==> src/rtl/dual_input_debouncer.sv <==
// dual_input_debouncer
//
// Conditions two raw, asynchronous switch/button inputs for the two-input
// gate block. Each channel is synchronised with two flops, then debounced
// by a stability counter: a new synchronised level must be seen on
// STABLE_CYCLES consecutive edges before it is accepted onto the output.
// The two channels are identical and fully independent. There is no
// arbitration between them.
//
// Ports
//   clk_in      : system clock; all state updates on the rising edge
//   rst_n_in    : synchronous, active-low reset
//   a_raw_in    : raw bouncy input A (asynchronous)
//   b_raw_in    : raw bouncy input B (asynchronous)
//   a_out       : debounced level A (registered), feeds gate block a_in
//   b_out       : debounced level B (registered), feeds gate block b_in
//   a_rise_out  : one-cycle pulse after a_out goes 0->1
//   a_fall_out  : one-cycle pulse after a_out goes 1->0
//   b_rise_out  : one-cycle pulse after b_out goes 0->1
//   b_fall_out  : one-cycle pulse after b_out goes 1->0
//
// Parameters
//   STABLE_CYCLES : 2..65535, consecutive cycles a new level must persist
//   CNT_WIDTH     : counter width, 2**CNT_WIDTH must exceed STABLE_CYCLES-1
//
// Latency: if edge 0 is the first edge that samples a new raw level into
// the first sync flop, the output and its pulse update at edge
// STABLE_CYCLES+1.
//
// Per-channel state (signal "state", index 0 = A, 1 = B):
//   IDLE     : synchronised level equals the output, counter held at 0
//   COUNTING : synchronised level differs from the output

module dual_input_debouncer #(
    parameter int STABLE_CYCLES = 1000,
    parameter int CNT_WIDTH     = 16
) (
    input  logic clk_in,
    input  logic rst_n_in,
    input  logic a_raw_in,
    input  logic b_raw_in,
    output logic a_out,
    output logic b_out,
    output logic a_rise_out,
    output logic a_fall_out,
    output logic b_rise_out,
    output logic b_fall_out
);

    typedef enum logic {
        IDLE     = 1'b0,
        COUNTING = 1'b1
    } state_t;

    // Terminal count: the edge that sees the STABLE_CYCLES-th consecutive
    // differing sample is the one that finds cnt at this value.
    localparam logic [CNT_WIDTH-1:0] CNT_LAST = CNT_WIDTH'(STABLE_CYCLES - 1);

    // Index 0 is channel A, index 1 is channel B.
    logic [1:0]           raw;
    logic [1:0]           s1;
    logic [1:0]           s2;
    logic [1:0]           level;
    logic [1:0]           rise;
    logic [1:0]           fall;
    logic [CNT_WIDTH-1:0] cnt [2];

    logic [1:0]           level_next;
    logic [1:0]           rise_next;
    logic [1:0]           fall_next;
    logic [CNT_WIDTH-1:0] cnt_next [2];
    state_t               state [2];

    assign raw = {b_raw_in, a_raw_in};

    // State register: sync flops, counters, levels and pulse flops.
    always_ff @(posedge clk_in) begin
        if (!rst_n_in) begin
            s1    <= '0;
            s2    <= '0;
            level <= '0;
            rise  <= '0;
            fall  <= '0;
            for (int i = 0; i < 2; i++) begin
                cnt[i] <= '0;
            end
        end else begin
            s1    <= raw;
            s2    <= s1;
            level <= level_next;
            rise  <= rise_next;
            fall  <= fall_next;
            for (int i = 0; i < 2; i++) begin
                cnt[i] <= cnt_next[i];
            end
        end
    end

    // Next-state logic. Only s2 (the fully synchronised sample) is used.
    // A single sample that matches the output returns the channel to IDLE
    // and restarts the count, which is what rejects glitches.
    always_comb begin
        level_next = level;
        rise_next  = '0;
        fall_next  = '0;
        for (int i = 0; i < 2; i++) begin
            cnt_next[i] = cnt[i];
            state[i]    = (s2[i] != level[i]) ? COUNTING : IDLE;

            case (state[i])
                IDLE: begin
                    cnt_next[i] = '0;
                end
                COUNTING: begin
                    if (cnt[i] == CNT_LAST) begin
                        level_next[i] = s2[i];
                        cnt_next[i]   = '0;
                        rise_next[i]  = s2[i];
                        fall_next[i]  = ~s2[i];
                    end else begin
                        cnt_next[i] = cnt[i] + CNT_WIDTH'(1);
                    end
                end
                default: begin
                    cnt_next[i] = '0;
                end
            endcase
        end
    end

    assign a_out      = level[0];
    assign b_out      = level[1];
    assign a_rise_out = rise[0];
    assign a_fall_out = fall[0];
    assign b_rise_out = rise[1];
    assign b_fall_out = fall[1];

endmodule
==> config.mk <==
export PLATFORM = sky130hd
export DESIGN_NAME = dual_input_debouncer
export DESIGN_NICKNAME = d
export VERILOG_FILES = /design/src/rtl/dual_input_debouncer.sv
export SDC_FILE = /design/constraint.sdc
export NUM_CORES = 1
export LEC_CHECK = 0
export ABC_AREA = 1
export BUFFER_PORTS_ARGS = -buffer_cell sky130_fd_sc_hd__buf_2
export CAP_MARGIN = 10
export CORE_ASPECT_RATIO = 1.1
export CORE_MARGIN = 5
export CORE_UTILIZATION = 60
export CTS_BUF_LIST = sky130_fd_sc_hd__clkbuf_16
export CTS_CLUSTER_SIZE = 12
export DETAILED_ROUTE_END_ITERATION = 12
export PLACE_DENSITY = 0.78
export SKIP_CTS_REPAIR_TIMING = 1
export SLEW_MARGIN = 20
export SYNTH_ARGS = -nofsm -noshare
export SYNTH_HDL_FRONTEND = slang
export SYNTH_SLANG_ARGS = --single-unit
==> constraint.sdc <==
create_clock -name clk_in -period 1.7 [get_ports clk_in]
set_clock_uncertainty 0.1 [all_clocks]
set_input_delay 0.17 -clock clk_in [delete_from_list [all_inputs] [get_ports clk_in]]
set_output_delay 0.17 -clock clk_in [all_outputs]
set_load 0.1 [all_outputs]
==> results.md, run 1 <==
| Result | This run | Unit |
|---|---|---|
| Max Root-Sink Buffers | 2 | - |
| Core area | 3300 | µm² |
| TritonCTS Buffers | 5 | - |
| Number of cells produced by synthesis | 277 | - |
| Area of the die | 4630 | µm² |
| Final critical-path share of the clock period | 91.8 | % |
| Average vias per placed instance | 5.32 | - |
| Half-perimeter wire length after detailed placement | 2890 | µm |
| Synthesized cell area | 2020 | µm² |
| Status | finished, violations left | - |
| Total nets after synthesis | 283 | - |
| Sum of routed wire length over all layers | 4060 | µm |
| Power Density | 901 | nW/µm² |
| Stage delay of the slowest cell on the critical path | 370 | ps |
| Iteration-0 DRC Markers | 99 | - |
| Pin count of the biggest net entering global routing | 17 | - |
| Total Power Consumption | 2.05 | mW |
| Vertical extent of the die | 70.8 | µm |
| Final std cell area, no fill | 2280 | µm² |
| Fin crit period | 1560 | ps |
| Maximum frequency from static timing analysis | 0.641 | GHz |
| Worst VDD drop | 0.578 | mV |
| Worst Hold Class | primary input to flip-flop | - |
| Remaining max-slew budget at the tightest pin | 67.7 | % |
| CP Data Arrival Time | 1630 | ps |
| Final nets | 300 | - |
| CTS Sinks | 42 | - |
| Total count of hold-check failures in the final report | 1 | - |
| Slowest library cell on the worst path | sky130_fd_sc_hd__dfxtp_1 | - |
| Clock transition time at the flip-flop clock pins of the worst setup and hold paths | 60 | ps |
| Clk_lat worst skew | 280 | ps |
| Critical register-to-register path startpoint | cnt[0][0]$_SDFF_PP0_ | - |
| Startpoint Class | flip-flop | - |
| Count of final max-slew check failures | 0 | - |
| Critical path capture point type | flip-flop | - |
| Count of H-tree levels built during CTS | 2 | - |
| Placed standard-cell area | 2090 | µm² |
| Top fanout value on the critical path | 7 | - |
| Number of input and output port buffers inserted | 9 | - |
| Total congestion overflow after global routing | 0 | - |
| Critical path class | flip-flop to flip-flop | - |
| Drt wl/cell | 12.3 | µm |
| Antenna viol nets, final | 0 | - |
| Most common cell type on the critical path | sky130_fd_sc_hd__nand2_1 | - |
| Violated checks | hold timing | - |
| CP cell instances | ha_2, nand2_1, inv_1, nand2_1, nor2_1, nand3_2, nand2_4, a21oi_1 | - |
| Max_cap viols | 0 | - |
| Inserted Diodes | 0 | - |
| Leakage power total | 0.758 | nW |
| Slew at the pin closest to its max-slew limit | 488 | ps |
| Number of distinct library cell variants in the gate-level netlist after synthesis | 25 | - |
| Horizontal extent of the die | 65.3 | µm |
| Start point of the worst min-delay path | a_raw_in | - |
| Initial antenna violation count | 0 | - |
| Effective utilization at floorplan | 61.1 | % |
| TritonCTS clock tree | built | - |
| Endpoint required time on the critical path | 1770 | ps |
| Proportion of layout cells with a drive suffix above 1 | 12.6 | % |
| Tightest hold margin | -14.6 | ps |
| Sequential cell area fraction in the yosys report | 41.6 | % |
| Critical Path Start | cnt[0][0]$_SDFF_PP0_ | - |
| Global-route usage over all layers | 18.5 | % |
| DRC Markers | 0 | - |
| Row count | 22 | - |
| Yosys warning total | 0 | - |
| I/O pin total | 10 | - |
| Weighted congestion at the end of routability-driven global placement | 0.825 | - |
| Mean Syn Cell Area | 7.29 | µm² |
| FF+latch count, synth | 42 | - |
| Growth of design area from synthesis to finish | 12.9 | % |
| Setup violation total in the final timing report | 0 | - |
| Setup slack of the most critical reg-to-reg path | 140 | ps |
| Via count of the first global-routing pass | 1,629 | - |
| Global-route wire length before repair | 6690 | µm |
| Length of the first detailed-routing pass in iterations | 4 | - |
| Buffer cell driving the clock tree root | sky130_fd_sc_hd__clkbuf_16 | - |
| Via Count | 1,756 | - |
## final timing paths
kind / to / cells past startpoint
setup / recovery: cnt[0][3]$_SDFF_PP0_ / 8
hold / removal: s1[0]$_SDFF_PN0_ / 3
setup reg to reg: cnt[0][3]$_SDFF_PP0_ / 8
hold reg to reg: s2[0]$_SDFF_PN0_ / 2
## power by group
part           switching [mW]  leakage, nW  internal [mW]  total (mW)
clock                   0.354       0.0773          0.678        1.03
combinational          0.0186        0.340         0.0101      0.0288
sequential            0.00299        0.340          0.990       0.993
total                   0.376        0.758           1.68        2.05
## cell usage after synthesis
cell type / instances / area [µm²]
sky130_fd_sc_hd__inv_1: 32 / 120
sky130_fd_sc_hd__nor3_2: 2 / 20.0
sky130_fd_sc_hd__a31oi_1: 1 / 6.26
sky130_fd_sc_hd__ha_1: 2 / 25.0
sky130_fd_sc_hd__nand3_2: 2 / 20.0
sky130_fd_sc_hd__nand3b_1: 2 / 15.0
sky130_fd_sc_hd__nor2_4: 4 / 45.0
sky130_fd_sc_hd__nor3b_1: 2 / 15.0
sky130_fd_sc_hd__nor2_1: 55 / 206
sky130_fd_sc_hd__a21oi_1: 12 / 60.1
sky130_fd_sc_hd__nand4_1: 10 / 62.6
sky130_fd_sc_hd__nand3_1: 26 / 130
sky130_fd_sc_hd__a21oi_2: 1 / 8.76
sky130_fd_sc_hd__nor2_2: 2 / 12.5
sky130_fd_sc_hd__nand2_2: 4 / 25.0
sky130_fd_sc_hd__nand2_1: 50 / 188
sky130_fd_sc_hd__buf_6: 3 / 33.8
sky130_fd_sc_hd__xnor2_1: 6 / 52.6
sky130_fd_sc_hd__nor4_1: 1 / 6.26
sky130_fd_sc_hd__o21ai_0: 4 / 20.0
sky130_fd_sc_hd__buf_4: 1 / 7.51
sky130_fd_sc_hd__xor2_1: 9 / 78.8
sky130_fd_sc_hd__dfxtp_1: 42 / 841
sky130_fd_sc_hd__o21ai_1: 2 / 10.0
sky130_fd_sc_hd__nor3_1: 2 / 10.0
## worst max-delay path: cells and delay by family, from the launching register on
kind,cells,cell delay [ps]
AOI/OAI and AO/OA,1,60
adders and majority gates,1,220
buffers and inverters,1,50
DFF,1,370
and+or+nand+nor,5,660
## layout by cell type, fill, tap and decap left out, drive strengths merged
| cell | count |
|---|---|
| nand3b | 2 |
| nand2 | 55 |
| a31oi | 1 |
| nand4 | 10 |
| clkinv | 1 |
| nor2 | 61 |
| ha | 2 |
| dfxtp | 42 |
| dlygate4sd3 | 1 |
| xor2 | 9 |
| bufinv | 1 |
| nand3 | 28 |
| buf | 12 |
| o21ai | 6 |
| nor3 | 4 |
| nor3b | 2 |
| nor4 | 1 |
| a21oi | 13 |
| inv | 32 |
| clkbuf | 5 |
| xnor2 | 6 |
## cell families (layout without fill, tap and decap cells)
family                   count (synthesis)  count (layout)  share of synthesized area (%)
AND/OR/NAND/NOR                        162             163                           37.4
flip-flops                              42              42                           41.6
buffers and inverters                   36              52                           7.99
AO/OA/AOI/OAI                           20              20                           5.20
XOR/XNOR                                15              15                           6.51
adder cells (fa/ha/maj)                  2               2                           1.24
## final cells by class
type	count	area (µm²)
timing repair buffer	13	77.6
sequential	42	843
clock buffer	5	125
multi-input combinational	200	1040
fill	284	1020
clock inverter	2	33.8
inverter	32	120
tap	36	45.0
## per-layer routing
layer | GRT usage, % | routed length, µm | up-vias
met5 | 0 | 0 | -
met1 | 19.1 | 1650 | 801
li1 | - | - | 922
met2 | 34.6 | 2220 | 28
met3 | 5.24 | 114 | 5
met4 | 7.37 | 68 | 0
## sequential cells by signal (all words and copies together), names as in the netlist
signal / cells
cnt: 32
fall: 2
level: 2
rise: 2
s1: 2
s2: 2
## metrics by stage
| step | TNS (ps) | utilization, % | cells | setup WS (ps) |
|---|---|---|---|---|
| after floorplan | 0 | - | 277 | 161 |
| after global routing | -17.3 | 69.1 | 330 | -10.8 |
| after global placement | 0 | 63.4 | 321 | 159 |
| final | 0 | 69.1 | 330 | 140 |
| after detailed placement | 0 | 63.4 | 321 | 92.3 |
| after CTS | 0 | 68.2 | 328 | 95.6 |
(Power assumes the default switching activity.)
==> run 2, diff against run 1 <==
Settings changed: BUFFER_PORTS_ARGS -buffer_cell sky130_fd_sc_hd__buf_2 to -buffer_cell sky130_fd_sc_hd__clkbuf_2.
==> run 2 against run 1 <==
  * The run still ends with hold timing left
  * Core utilization is 0.42 points lower
  * Register-to-register slack about the same
  * Via count is 2.4% lower
  * Wire length decreased by 4.9%
  * Global-route usage decreased by 0.063 points
  * Combinational power down 4%
  * Critical path depth stayed put
  * Sequential cell count is the same
  * Maximum frequency down 0.44%
  * Clock power is 12% lower
  * Largest cell class unchanged
  * Highest routed layer unchanged
==> results.md, run 2 (synthesized netlist as in run 1, its figures left out) <==
| Result | This run | Unit | vs previous |
|---|---|---|---|
| Status | finished, violations left | - | unchanged |
| Violated checks | hold timing | - | unchanged |
| Slowest library cell on the worst path | sky130_fd_sc_hd__dfxtp_1 | - | unchanged |
| Buffers and inverters on the worst path | 1 | - | unchanged |
| Worst VDD drop | 0.683 | mV | was 0.578 mV |
| Slew at the pin closest to its max-slew limit | 548 | ps | was 488 ps |
| Critical path capture point type | flip-flop | - | unchanged |
| Most common library cell in the layout ignoring fill and taps | sky130_fd_sc_hd__nor2_1 | - | unchanged |
| Setup violation total in the final timing report | 0 | - | unchanged |
| Total count of hold-check failures in the final report | 1 | - | unchanged |
| Most common cell type on the critical path | sky130_fd_sc_hd__nand2_1 | - | unchanged |
| Drt wl/cell | 11.6 | µm | was 12.3 µm |
| I/O pin total | 10 | - | unchanged |
| Area of the die | 4630 | µm² | unchanged |
| Vertical extent of the die | 70.8 | µm | unchanged |
| Final nets | 301 | - | was 300 |
| DRC Markers | 0 | - | unchanged |
| Endpoint required time on the critical path | 1770 | ps | about the same |
| TritonCTS Buffers | 5 | - | unchanged |
| Via Count | 1,713 | - | was 1,756 |
| Remaining max-slew budget at the tightest pin | 63.6 | % | was 67.7% |
| Proportion of layout cells with a drive suffix above 1 | 13.2 | % | was 12.6% |
| Core area | 3300 | µm² | unchanged |
| Power Density | 850 | nW/µm² | was 901 nW/µm² |
| CP Data Arrival Time | 1630 | ps | about the same |
| Leakage power total | 0.754 | nW | was 0.758 nW |
| Iteration-0 DRC Markers | 145 | - | was 99 |
| Length of the first detailed-routing pass in iterations | 4 | - | unchanged |
| Clock transition time at the flip-flop clock pins of the worst setup and hold paths | 60 | ps | about the same |
| Post-Route Setup TNS | 0 | ps | unchanged |
| Inserted Diodes | 0 | - | unchanged |
| Half-perimeter wire length after detailed placement | 2820 | µm | was 2890 µm |
| Average vias per placed instance | 5.16 | - | was 5.32 |
| Sum of routed wire length over all layers | 3860 | µm | was 4060 µm |
| Count of H-tree levels built during CTS | 2 | - | unchanged |
| Tightest hold margin | -19.0 | ps | was -14.6 ps |
| Top fanout value on the critical path | 7 | - | unchanged |
| Row count | 22 | - | unchanged |
| Weighted congestion at the end of routability-driven global placement | 0.835 | - | was 0.825 |
| Count of final max-slew check failures | 0 | - | unchanged |
| Worst Hold Class | primary input to flip-flop | - | unchanged |
| Stage delay of the slowest cell on the critical path | 370 | ps | about the same |
| Worst hold path stage count | 3 | - | unchanged |
| CTS Sinks | 42 | - | unchanged |
| Antenna viol nets, final | 0 | - | unchanged |
| Growth of design area from synthesis to finish | 12.3 | % | was 12.9% |
| Final cell utilization of the core | 68.6 | % | was 69.1% |
| Clk_lat worst skew | 280 | ps | about the same |
| Endpoint of the worst register-to-register path | cnt[0][14]$_SDFF_PP0_ | - | was cnt[0][3]$_SDFF_PP0_ |
| Critical path class | flip-flop to flip-flop | - | unchanged |
| Most flops, register | cnt | - | unchanged |
| Horizontal extent of the die | 65.3 | µm | unchanged |
| Startpoint Class | flip-flop | - | unchanged |
| Crit-path leading delay family | simple AND/OR/NAND/NOR gates | - | unchanged |
| Number of input and output port buffers inserted | 9 | - | unchanged |
| Most frequent cells in the layout | sky130_fd_sc_hd__nor2_1, sky130_fd_sc_hd__nand2_1, sky130_fd_sc_hd__dfxtp_1 | - | unchanged |
| Worst r2r path cells | 8 | - | unchanged |
| TritonCTS clock tree | built | - | unchanged |
| Start point of the worst min-delay path | a_raw_in | - | unchanged |
| Largest register FFs | 32 | - | unchanged |
| Pin count of the biggest net entering global routing | 17 | - | unchanged |
| Fin crit period | 1570 | ps | was 1560 ps |
| Final critical-path share of the clock period | 92.2 | % | was 91.8% |
| Buffer cell driving the clock tree root | sky130_fd_sc_hd__clkbuf_16 | - | unchanged |
| Effective utilization at floorplan | 61.1 | % | unchanged |
| Via count of the first global-routing pass | 1,663 | - | was 1,629 |
| Max Root-Sink Buffers | 2 | - | unchanged |
| Hold worst-path end | s1[0]$_SDFF_PN0_ | - | unchanged |
| Initial antenna violation count | 0 | - | unchanged |
| Maximum frequency from static timing analysis | 0.638 | GHz | was 0.641 GHz |
| Total congestion overflow after global routing | 0 | - | unchanged |
| Max_cap viols | 0 | - | unchanged |
| CP cell instances | ha_2, nand2_1, inv_1, nand2_1, nor2_1, nand3_2, nand2_2, a21oi_1 | - | was ha_2, nand2_1, inv_1, nand2_1, nor2_1, nand3_2, nand2_4, a21oi_1 |
| Setup slack of the most critical reg-to-reg path | 130 | ps | was 140 ps |
| Critical register-to-register path startpoint | cnt[0][0]$_SDFF_PP0_ | - | unchanged |
| Global-route usage over all layers | 18.5 | % | about the same |
| Global-route wire length before repair | 6760 | µm | was 6690 µm |
| Unrepaired setup endpoints after global routing | yes | - |  |
-- run 2: cell count changes in the layout (fill, tap and decap cells not counted), sizes merged --
cell,delta
clkbuf,+9
buf,-8
bufinv,-1
clkinv,+1
inv,+1
-- run 2: power by group --
group	total, mW	switching (mW)	internal, mW
clock	0.906	0.369	0.538
sequential	0.993	0.00293	0.990
combinational	0.0277	0.0175	0.0102
total	1.93	0.389	1.54
-- run 2: layout make-up --
type	instances	area [µm²]
repair buffers	14	85.1
well taps	36	45.0
inverters	32	120
fillers	288	1040
flip-flops and latches	42	843
clock inverters	3	17.5
clock buffers	5	125
multi-input cells	200	1030
-- run 2: metal layers --
layer / up-vias / GRT usage [%] / share of wire (%)
met1: 764 / 20.2 / 41
met5: - / 0 / 0
li1: 924 / - / -
met4: 0 / 6.91 / 0.78
met2: 21 / 33.7 / 55
met3: 4 / 4.76 / 3.2
-- run 2: how the worst max path moves through the flow --
| stage | start | end | slack, ps | depth (start not counted) |
|---|---|---|---|---|
| floorplan | level[0]$_SDFFE_PN0P_ | cnt[0][10]$_SDFF_PP0_ | 160 | 6 |
| global placement | cnt[0][0]$_SDFF_PP0_ | cnt[0][11]$_SDFF_PP0_ | 160 | 8 |
| detailed placement | cnt[0][0]$_SDFF_PP0_ | cnt[0][3]$_SDFF_PP0_ | 100 | 8 |
| CTS | cnt[0][0]$_SDFF_PP0_ | cnt[0][11]$_SDFF_PP0_ | 90 | 8 |
| global route | cnt[0][0]$_SDFF_PP0_ | cnt[0][2]$_SDFF_PP0_ | -30 | 8 |
| finish | cnt[0][0]$_SDFF_PP0_ | cnt[0][14]$_SDFF_PP0_ | 130 | 8 |
-- run 2: per-stage QoR --
step	power, mW	hold slack, ps	instance area [µm²]	setup slack (ps)	std cells
floorplan	1.04	168	2020	161	277
global placement	1.04	253	2100	155	322
detailed placement	1.04	256	2100	100	322
CTS	1.95	-38.3	2240	91.2	330
global route	2.00	13.3	2270	-34.5	332
finish	1.93	-19.0	2270	133	332
-- run 2: worst register-to-register path: stages, from the launching register on --
cell and delay (ps):
sky130_fd_sc_hd__dfxtp_1 370, sky130_fd_sc_hd__ha_2 220, sky130_fd_sc_hd__nand2_1 60, sky130_fd_sc_hd__inv_1 50, sky130_fd_sc_hd__nand2_1 40, sky130_fd_sc_hd__nor2_1 160, sky130_fd_sc_hd__nand3_2 200, sky130_fd_sc_hd__nand2_2 210
sky130_fd_sc_hd__a21oi_1 60
==> run 3, diff against run 2 <==
Settings changed: HOLD_SLACK_MARGIN from default to 0.05.
==> run 3 against run 2 <==
  * The flow now finishes without violations
  * Register-to-register slack hardly changed
  * Design area is 0.44% higher
  * Core utilization is 0.30 points higher
  * Via count is 0.41% higher
  * Wire length is 0.34% higher
  * Maximum frequency hardly changed
  * Combinational power is 6% higher
  * Sequential power hardly changed
  * Non-clock buffer count is 1 higher
  * Worst hold slack better by 110 ps
  * Setup slack hardly changed
==> results.md, run 3 (synthesized netlist as in run 1, its figures left out) <==
| Result | This run | Unit | vs previous |
|---|---|---|---|
| Status | finished clean | - | was finished, violations left |
| TritonCTS Buffers | 5 | - | unchanged |
| Clk_lat worst skew | 280 | ps | about the same |
| Unrepaired setup endpoints after global routing | yes | - | unchanged |
| Via count of the first global-routing pass | 1,663 | - | unchanged |
| Critical register-to-register path startpoint | cnt[0][0]$_SDFF_PP0_ | - | unchanged |
| Met1 Track Usage GR | 20.2 | % | unchanged |
| Proportion of layout cells with a drive suffix above 1 | 13.1 | % | was 13.2% |
| Row count | 22 | - | unchanged |
| Most flops, register | cnt | - | unchanged |
| Leakage power total | 0.758 | nW | was 0.754 nW |
| Worst Hold Class | primary input to flip-flop | - | unchanged |
| Half-perimeter wire length after detailed placement | 2820 | µm | unchanged |
| CTS Sinks | 42 | - | unchanged |
| Hold worst-path end | s1[1]$_SDFF_PN0_ | - | was s1[0]$_SDFF_PN0_ |
| Iteration-0 DRC Markers | 149 | - | was 145 |
| Top fanout value on the critical path | 7 | - | unchanged |
| Final cell utilization of the core | 68.9 | % | was 68.6% |
| Worst r2r path cells | 8 | - | unchanged |
| Number of input and output port buffers inserted | 9 | - | unchanged |
| Setup Slack @ Placement | 100 | ps | unchanged |
| CP cell instances | ha_2, nand2_1, inv_1, nand2_1, nor2_1, nand3_2, nand2_2, a21oi_1 | - | unchanged |
| Setup violation total in the final timing report | 0 | - | unchanged |
| Drt wl/cell | 11.6 | µm | about the same |
| Count of H-tree levels built during CTS | 2 | - | unchanged |
| Weighted congestion at the end of routability-driven global placement | 0.835 | - | unchanged |
| Fin cells | 333 | - | was 332 |
| Setup slack of the most critical reg-to-reg path | 130 | ps | about the same |
| Total congestion overflow after global routing | 0 | - | unchanged |
| Global-route track usage on met3 | 4.76 | % | unchanged |
| Effective utilization at floorplan | 61.1 | % | unchanged |
| Busiest layer in global routing | met2 | - | unchanged |
| Worst hold path stage count | 3 | - | unchanged |
| TritonCTS clock tree | built | - | unchanged |
| Maximum frequency from static timing analysis | 0.638 | GHz | about the same |
| Sum of routed wire length over all layers | 3870 | µm | was 3860 µm |
| Antenna viol nets, final | 0 | - | unchanged |
| Length of the first detailed-routing pass in iterations | 4 | - | unchanged |
| Inserted Diodes | 0 | - | unchanged |
| Most common cell type on the critical path | sky130_fd_sc_hd__nand2_1 | - | unchanged |
| CP Data Arrival Time | 1630 | ps | about the same |
| Cell count after placement | 322 | - | unchanged |
| Horizontal extent of the die | 65.3 | µm | unchanged |
| Count of final max-slew check failures | 0 | - | unchanged |
| Global-route usage over all layers | 18.5 | % | unchanged |
| Placed standard-cell area | 2100 | µm² | unchanged |
| Pin count of the biggest net entering global routing | 17 | - | unchanged |
| Tightest hold margin | 95.9 | ps | was -19.0 ps |
| Fin crit period | 1570 | ps | about the same |
| DRC Markers | 0 | - | unchanged |
| Total Power Consumption | 1.93 | mW | about the same |
| Average vias per placed instance | 5.17 | - | was 5.16 |
| Area of the die | 4630 | µm² | unchanged |
| Most common library cell in the layout ignoring fill and taps | sky130_fd_sc_hd__nor2_1 | - | unchanged |
| Start point of the worst min-delay path | rst_n_in | - | was a_raw_in |
| Crit-path leading delay family | simple AND/OR/NAND/NOR gates | - | unchanged |
| Vertical extent of the die | 70.8 | µm | unchanged |
| Startpoint Class | flip-flop | - | unchanged |
| Final nets | 302 | - | was 301 |
| Slowest library cell on the worst path | sky130_fd_sc_hd__dfxtp_1 | - | unchanged |
| Post-Route Setup TNS | 0 | ps | unchanged |
| Max Root-Sink Buffers | 2 | - | unchanged |
| Buffer cell driving the clock tree root | sky130_fd_sc_hd__clkbuf_16 | - | unchanged |
| Crit path setup slack, layout | 133 | ps | about the same |
| Power Density | 847 | nW/µm² | was 850 nW/µm² |
| Most frequent cells in the layout | sky130_fd_sc_hd__nor2_1, sky130_fd_sc_hd__nand2_1, sky130_fd_sc_hd__dfxtp_1 | - | unchanged |
| Core area | 3300 | µm² | unchanged |
| Clock transition time at the flip-flop clock pins of the worst setup and hold paths | 60 | ps | about the same |
| Via Count | 1,720 | - | was 1,713 |
| Met2 usage in global routing | 33.7 | % | unchanged |
| Critical path class | flip-flop to flip-flop | - | unchanged |
| Final std cell area, no fill | 2280 | µm² | was 2270 µm² |
| Slew at the pin closest to its max-slew limit | 548 | ps | unchanged |
| Endpoint required time on the critical path | 1770 | ps | about the same |
| Stage delay of the slowest cell on the critical path | 370 | ps | about the same |
| Remaining max-slew budget at the tightest pin | 63.6 | % | unchanged |
| Initial antenna violation count | 0 | - | unchanged |
| Critical path capture point type | flip-flop | - | unchanged |
| Final critical-path share of the clock period | 92.2 | % | about the same |
| Total count of hold-check failures in the final report | 0 | - | was 1 |
| Buffers and inverters on the worst path | 1 | - | unchanged |
| Endpoint of the worst register-to-register path | cnt[0][14]$_SDFF_PP0_ | - | unchanged |
| Largest register FFs | 32 | - | unchanged |
| Growth of design area from synthesis to finish | 12.8 | % | was 12.3% |
| Global-route wire length before repair | 6760 | µm | unchanged |
| I/O pin total | 10 | - | unchanged |
| Worst VDD drop | 0.682 | mV | was 0.683 mV |
| Max_cap viols | 0 | - | unchanged |
[run 3: worst reg2reg max path: stages (launching register included)]
cell	delay (ps)
sky130_fd_sc_hd__dfxtp_1	370
sky130_fd_sc_hd__ha_2	220
sky130_fd_sc_hd__nand2_1	60
sky130_fd_sc_hd__inv_1	50
sky130_fd_sc_hd__nand2_1	40
sky130_fd_sc_hd__nor2_1	160
sky130_fd_sc_hd__nand3_2	200
sky130_fd_sc_hd__nand2_2	210
sky130_fd_sc_hd__a21oi_1	60
[run 3: area by class of cell]
class                   count  area (µm²)
inverters                  32         120
multi-input cells         200        1030
flip-flops and latches     42         843
repair buffers             15        95.1
well taps                  36        45.0
fillers                   287        1030
clock buffers               5         125
clock inverters             3        17.5
[run 3: per-layer routing]
layer  up-vias  wire, µm
met5         -         0
met4         0        30
met3         4       125
met2        21      2120
met1       769      1590
li1        926         -
[run 3: worst max path at each step]
stage                                     start                    end  slack [ps]  depth (start not counted)
after global routing       cnt[0][0]$_SDFF_PP0_   cnt[0][2]$_SDFF_PP0_         -30                          8
after detailed placement   cnt[0][0]$_SDFF_PP0_   cnt[0][3]$_SDFF_PP0_         100                          8
after global placement     cnt[0][0]$_SDFF_PP0_  cnt[0][11]$_SDFF_PP0_         160                          8
after floorplan           level[0]$_SDFFE_PN0P_  cnt[0][10]$_SDFF_PP0_         160                          6
final                      cnt[0][0]$_SDFF_PP0_  cnt[0][14]$_SDFF_PP0_         130                          8
after CTS                  cnt[0][0]$_SDFF_PP0_  cnt[0][11]$_SDFF_PP0_          90                          8
[run 3: report_power, final]
| group | internal (mW) | switching (mW) |
|---|---|---|
| Sequential | 0.990 | 0.00299 |
| Combinational | 0.0117 | 0.0178 |
| Clock | 0.538 | 0.368 |
| Total | 1.54 | 0.389 |
